[config.mk]
export PLATFORM = sky130hd
export DESIGN_NAME = unified_mem_arbiter
export DESIGN_NICKNAME = d
export VERILOG_FILES = /design/src/rtl/mem_arb_pkg.sv /design/src/rtl/unified_mem_arbiter.sv
export SDC_FILE = /design/constraint.sdc
export NUM_CORES = 1
export LEC_CHECK = 0
export CAP_MARGIN = 20
export CORE_AREA = 5 5 186 188
export CTS_CLUSTER_DIAMETER = 30
export CTS_CLUSTER_SIZE = 28
export DETAILED_ROUTE_END_ITERATION = 7
export DIE_AREA = 0 0 191 193
export PLACE_DENSITY_LB_ADDON = 0.1
export SYNTH_ARGS = -nofsm -noshare
export SYNTH_HDL_FRONTEND = slang
export SYNTH_SLANG_ARGS = --single-unit
[constraint.sdc]
create_clock -name clk -period 1.8 [get_ports clk]
set_input_delay 0.45 -clock clk [delete_from_list [all_inputs] [get_ports clk]]
set_output_delay 0.45 -clock clk [all_outputs]
set_load 0.05 [all_outputs]
[src/rtl/mem_arb_pkg.sv]
// Shared types and constants for the unified instruction/data memory arbiter.
package mem_arb_pkg;

  typedef enum logic [1:0] {
    IDLE     = 2'd0,
    ISSUE_IF = 2'd1,
    ISSUE_D  = 2'd2,
    RESP     = 2'd3
  } state_e;

  typedef enum logic {
    OWN_IF = 1'b0,
    OWN_D  = 1'b1
  } owner_e;

  localparam logic [31:0] NOP_INSN = 32'h0000_0013;

  // Stores complete with a zero response; loads return the memory word.
  function automatic logic [63:0] data_resp(input logic we, input logic [63:0] rdata);
    return we ? 64'h0 : rdata;
  endfunction

endpackage

[src/rtl/unified_mem_arbiter.sv]
// Arbitrates one single-ported 64-bit memory between instruction fetch and the
// MEM-stage data port; data has priority, bounded by a fetch starvation guard.
module unified_mem_arbiter
  import mem_arb_pkg::*;
#(
  parameter int STREAK  = 4,
  parameter int TIMEOUT = 64
) (
  input  logic        clk,
  input  logic        reset,
  input  logic        if_req,
  input  logic [63:0] if_addr,
  input  logic        if_cancel,
  output logic        if_ready,
  output logic [31:0] if_rdata,
  input  logic        d_req,
  input  logic        d_we,
  input  logic [63:0] d_addr,
  input  logic [63:0] d_wdata,
  output logic        d_ready,
  output logic [63:0] d_rdata,
  output logic        mem_req,
  output logic        mem_we,
  output logic [63:0] mem_addr,
  output logic [63:0] mem_wdata,
  input  logic        mem_ack,
  input  logic [63:0] mem_rdata,
  output logic        err
);

  localparam int SW = $clog2(STREAK + 1);
  localparam int TW = (TIMEOUT > 2) ? $clog2(TIMEOUT) : 1;

  state_e          state_q, state_d;
  logic [SW-1:0]   streak_q, streak_d;
  logic [TW-1:0]   tmo_q, tmo_d;
  logic            drop_q, drop_d;
  logic            err_q, err_d;
  logic            mem_req_q, mem_req_d;
  logic            if_ready_q, if_ready_d;
  logic            d_ready_q, d_ready_d;
  owner_e          owner_q;
  logic            mem_we_q;
  logic [63:0]     mem_addr_q;
  logic [63:0]     mem_wdata_q;
  logic [31:0]     if_rdata_q;
  logic [63:0]     d_rdata_q;
  logic            fetch_ok_s;
  logic            grant_if_s;
  logic            grant_d_s;
  logic            acked_s;

  // A cancelled fetch in IDLE is treated as no fetch request at all.
  assign fetch_ok_s = if_req & ~if_cancel;

  // Control state, counters and pulse outputs.
  always_ff @(posedge clk or negedge reset) begin
    if (!reset) begin
      state_q    <= IDLE;
      streak_q   <= '0;
      tmo_q      <= '0;
      drop_q     <= 1'b0;
      err_q      <= 1'b0;
      mem_req_q  <= 1'b0;
      if_ready_q <= 1'b0;
      d_ready_q  <= 1'b0;
    end else begin
      state_q    <= state_d;
      streak_q   <= streak_d;
      tmo_q      <= tmo_d;
      drop_q     <= drop_d;
      err_q      <= err_d;
      mem_req_q  <= mem_req_d;
      if_ready_q <= if_ready_d;
      d_ready_q  <= d_ready_d;
    end
  end

  // Grant selection, issue/timeout handling and completion sequencing.
  always_comb begin
    state_d    = state_q;
    streak_d   = streak_q;
    tmo_d      = tmo_q;
    drop_d     = drop_q;
    err_d      = err_q;
    mem_req_d  = mem_req_q;
    if_ready_d = 1'b0;
    d_ready_d  = 1'b0;
    grant_if_s = 1'b0;
    grant_d_s  = 1'b0;
    acked_s    = 1'b0;

    case (state_q)
      IDLE: begin
        drop_d = 1'b0;
        if (d_req && !(fetch_ok_s && (streak_q == SW'(STREAK)))) begin
          grant_d_s = 1'b1;
          state_d   = ISSUE_D;
          mem_req_d = 1'b1;
          tmo_d     = '0;
          if (!if_req) begin
            streak_d = '0;
          end else if (streak_q != SW'(STREAK)) begin
            streak_d = streak_q + SW'(1);
          end else begin
            streak_d = streak_q;
          end
        end else if (fetch_ok_s) begin
          grant_if_s = 1'b1;
          state_d    = ISSUE_IF;
          mem_req_d  = 1'b1;
          tmo_d      = '0;
          streak_d   = '0;
        end else if (!if_req) begin
          streak_d = '0;
        end else begin
          streak_d = streak_q;
        end
      end

      ISSUE_IF, ISSUE_D: begin
        if ((state_q == ISSUE_IF) && if_cancel) begin
          drop_d = 1'b1;
        end else begin
          drop_d = drop_q;
        end
        // mem_ack takes precedence over an expiry in the same cycle.
        if (mem_ack || (tmo_q == TW'(TIMEOUT - 1))) begin
          acked_s   = mem_ack;
          err_d     = err_q | ~mem_ack;
          state_d   = RESP;
          mem_req_d = 1'b0;
          if (state_q == ISSUE_IF) begin
            if_ready_d = ~(drop_q | if_cancel);
          end else begin
            d_ready_d = 1'b1;
          end
        end else begin
          tmo_d = tmo_q + TW'(1);
        end
      end

      RESP: begin
        if ((owner_q == OWN_IF) && if_cancel) begin
          drop_d = 1'b1;
        end else begin
          drop_d = drop_q;
        end
        state_d = IDLE;
      end

      default: begin
        state_d   = IDLE;
        mem_req_d = 1'b0;
      end
    endcase
  end

  // Issue-field latch on grant and response latch on completion.
  always_ff @(posedge clk or negedge reset) begin
    if (!reset) begin
      owner_q     <= OWN_IF;
      mem_we_q    <= 1'b0;
      mem_addr_q  <= 64'h0;
      mem_wdata_q <= 64'h0;
      if_rdata_q  <= 32'h0;
      d_rdata_q   <= 64'h0;
    end else begin
      if (grant_d_s) begin
        owner_q     <= OWN_D;
        mem_we_q    <= d_we;
        mem_addr_q  <= d_addr;
        mem_wdata_q <= d_wdata;
      end else if (grant_if_s) begin
        owner_q     <= OWN_IF;
        mem_we_q    <= 1'b0;
        mem_addr_q  <= if_addr;
        mem_wdata_q <= 64'h0;
      end
      if (if_ready_d) begin
        if_rdata_q <= acked_s ? mem_rdata[31:0] : NOP_INSN;
      end
      if (d_ready_d) begin
        d_rdata_q <= acked_s ? data_resp(mem_we_q, mem_rdata) : 64'h0;
      end
    end
  end

  assign mem_req   = mem_req_q;
  assign mem_we    = mem_we_q;
  assign mem_addr  = mem_addr_q;
  assign mem_wdata = mem_wdata_q;
  assign if_ready  = if_ready_q;
  assign if_rdata  = if_rdata_q;
  assign d_ready   = d_ready_q;
  assign d_rdata   = d_rdata_q;
  assign err       = err_q;

endmodule

==> summary.txt <==
STA
  • Worst-Margin Slew: 390 ps
  • Fin worst setup slack: -18.0 ps
  • Fmax: 0.550 GHz
  • RSZ-0062 raised after global routing: true
  • Final Critical Period: 1820 ps
  • Period utilization: 1.01
  • Pins over their slew limit: 0
  • Hold Vio Cnt, Final: 0
  • Fin Clk Skew: 24.3 ps
  • Hold_ws: 430 ps
  • Setup violations, final: 11
  • Slew headroom: 0.740

Critical path
  • Largest stage delay on the critical path: 350 ps
  • Req. time, crit path: 2270 ps
  • Reg2reg path depth: 8
  • Critical path class: flop to flop
  • Worst path slowest cell: dfrtp_1
  • Worst EP arrival: 2290 ps
  • Worst-path cell chain: inv_2, ha_4, inv_2, nor4b_4, buf_4, and2_4, clkbuf_16, a22o_1
  • Setup crit end kind: flop
  • Worst-path maximum fanout: 7
  • Crit start category: flop
  • Cell mode on critical path: inv_2

Route
  • Routed Antenna Nets: 0
  • DR WL/cell: 20.2 um
  • Total wire length: 37,500 um
  • Drt via density: 4.60
  • Initial DRC Count: 354
  • DR vias: 8,556
  • DRT Pass-1 Iters: 4
  • Drc violations: 0

CTS
  • TritonCTS clock tree: done
  • CTS root buf: clkbuf_16
  • CTS buffer count: 67
  • Clock buffer depth: 3
  • Clk Latency, worst-skew pair: 540 ps
  • Sink Count: 242
  • H-tree Lvls: 3
  • CTS clock-pin slew for the worst setup and hold paths: 50 ps

Yosys
  • Proportion of synthesized chip area in sequential cells: 0.625
  • Synth Warn #: 0
  • Average cell area after synthesis: 12.8 um2
  • Syn nets: 1,028
  • Netlist cell types: 49
  • Synth Register Bits: 242
  • Cells after Synth: 757
  • Synthesized area: 0.00969 mm2
  • Number of flops mapped to enable cells by yosys: 0
  • Top FF cell, synth: dfrtp_1
  • Share of synthesized registers carrying an async set or reset: 1.00

Global routing
  • Grt total ovfl: 0
  • Number of global-route vias before repair: 9,275
  • Largest net degree at the start of global routing: 50
  • Total Routing Usage GR: 0.187
  • Initial antenna violation count: 3
  • First-pass GRT wire length: 54,100 um

Floorplan
  • Core area: 0.0329 mm2
  • Initial Utilization: 0.294
  • FP Rows: 67
  • Die width: 191 um
  • IO Count: 492
  • Die Ht: 193 um
  • Die area: 0.0369 mm2

Place
  • Dpl cells: 1,718
  • Placed cell area: 0.0152 mm2
  • Port Buffers: 491
  • GPL Wtd Cong: 0.804
  • Dpl hpwl: 26,700 um

Power and ir drop
  • Worst vdd ir: 1.04 mV
  • Pwr Total: 41.2 mW
  • Power Density: 2290 mW/mm2
  • Leakage: 8.51 nW

Layout
  • Share of cells above drive strength 1: 0.332
  • Commonest non-fill, non-tap cell in the layout: buf_4
  • Commonest non-fill, non-tap cells in the layout: buf_4 (279), clkdlybuf4s50_1 (261), dfrtp_1 (242), a22o_1 (158), clkbuf_16 (76)
  • Final nets: 1,631
  • Fin util: 0.545
  • Post-route design area: 0.0180 mm2
  • Area Growth Syn to Fin: 85.5%
  • Final Non-Filler Cells: 1,858

Run status
  • Outcome: finished, violations left
  • Violated checks: negative setup slack

Run
  • Max_cap viols: 0

Hold path
  • Hold Path Class: input pin to async pin
[critical path: cells and delay by family, from the launching register on]
family / cells / cell delay (ps)
simple gates: 2 / 550
buf+inv: 4 / 450
flops: 1 / 350
fa+ha+maj: 1 / 260
compound gates: 1 / 130
[synth_stat cells, types with 2 or more instances]
| master | number | area [um2] |
|---|---|---|
| dfrtp_1 | 242 | 6060 |
| a22o_1 | 158 | 1380 |
| nand2_1 | 73 | 274 |
| o21ai_1 | 59 | 295 |
| mux2i_1 | 57 | 571 |
| buf_2 | 19 | 95.1 |
| clkbuf_1 | 18 | 67.6 |
| inv_1 | 17 | 63.8 |
| buf_6 | 14 | 158 |
| a21oi_1 | 11 | 55.1 |
| o21ai_0 | 9 | 45.0 |
| ha_1 | 8 | 100 |
| nand3_1 | 7 | 35.0 |
| o22ai_1 | 7 | 43.8 |
| nor2_1 | 6 | 22.5 |
| buf_4 | 5 | 37.5 |
| a31oi_1 | 4 | 25.0 |
| inv_2 | 4 | 15.0 |
| nand3b_1 | 3 | 22.5 |
| o22a_1 | 3 | 26.3 |
| a2bb2oi_1 | 2 | 17.5 |
| nor3_1 | 2 | 10.0 |
| o31ai_1 | 2 | 15.0 |
| or4_1 | 2 | 15.0 |
[kinds of logic (layout without fill, tap and decap cells)]
family	after synthesis	after routing	share of synthesized area
buf+inv	77	729	0.0451
compound gates	263	263	0.205
simple gates	109	109	0.0544
fa+ha+maj	8	8	0.0103
flops	242	242	0.625
mux	58	58	0.0601
other cells	0	1	0
[final timing paths]
check / start / endpoint / slack, ps
max in group asynchronous: reset / mem_addr[46] / 810
setup / recovery: state_q[1] / if_rdata[15] / -20
hold / removal: reset / d_rdata[62] / 430
min in group clk: if_addr[61] / mem_addr[61] / 450
hold reg to reg: err / err / 460
setup reg to reg: state_q[1] / if_rdata[15] / -20
[area by class of cell]
class,count,area [um2]
fill,2899,15000
tap,448,561
multi-input combinational,438,3300
timing repair buffer,590,5670
clock inverter,34,474
clock buffer,84,1830
antenna,1,2.50
sequential,242,6060
inverter,21,81.3
[metrics by stage]
stage	TNS (ps)	setup slack, ps
CTS	-529	-23.2
finish	-75.4	-18.0
global route	-8040	-119
global placement	-63840	-329
detailed placement	-62380	-368
floorplan	0	1.11
[sequential cells by signal, summed over array words and instances (netlist names)]
| register | cells |
|---|---|
| d_rdata | 64 |
| d_ready | 1 |
| drop_q | 1 |
| err | 1 |
| if_rdata | 32 |
| if_ready | 1 |
| mem_addr | 64 |
| mem_req | 1 |
| mem_wdata | 64 |
| mem_we | 1 |
| owner_q | 1 |
| state_q | 2 |
| streak_q | 3 |
| tmo_q | 6 |
[power by group]
group | switching [mW] | internal, mW
clock | 3.57 | 8.34
combinational | 12.8 | 7.13
sequential | 1.43 | 7.91
[layer usage]
metal	part of all wire	global-route usage
met4	0.023	0.0599
met2	0.50	0.315
met3	0.098	0.0798
met5	0.00072	0
met1	0.38	0.217
[timing repair]
action                                  CTS  global route
buffers inserted                          0             6
resized for setup                         5            29
endpoints found under the setup margin   67           161
hold buffers                              1             0
endpoints found under the hold margin    31             0
gates cloned                              1            13
pin swaps                                 2            10
No activity file was read; power rests on OpenSTA's default activity.
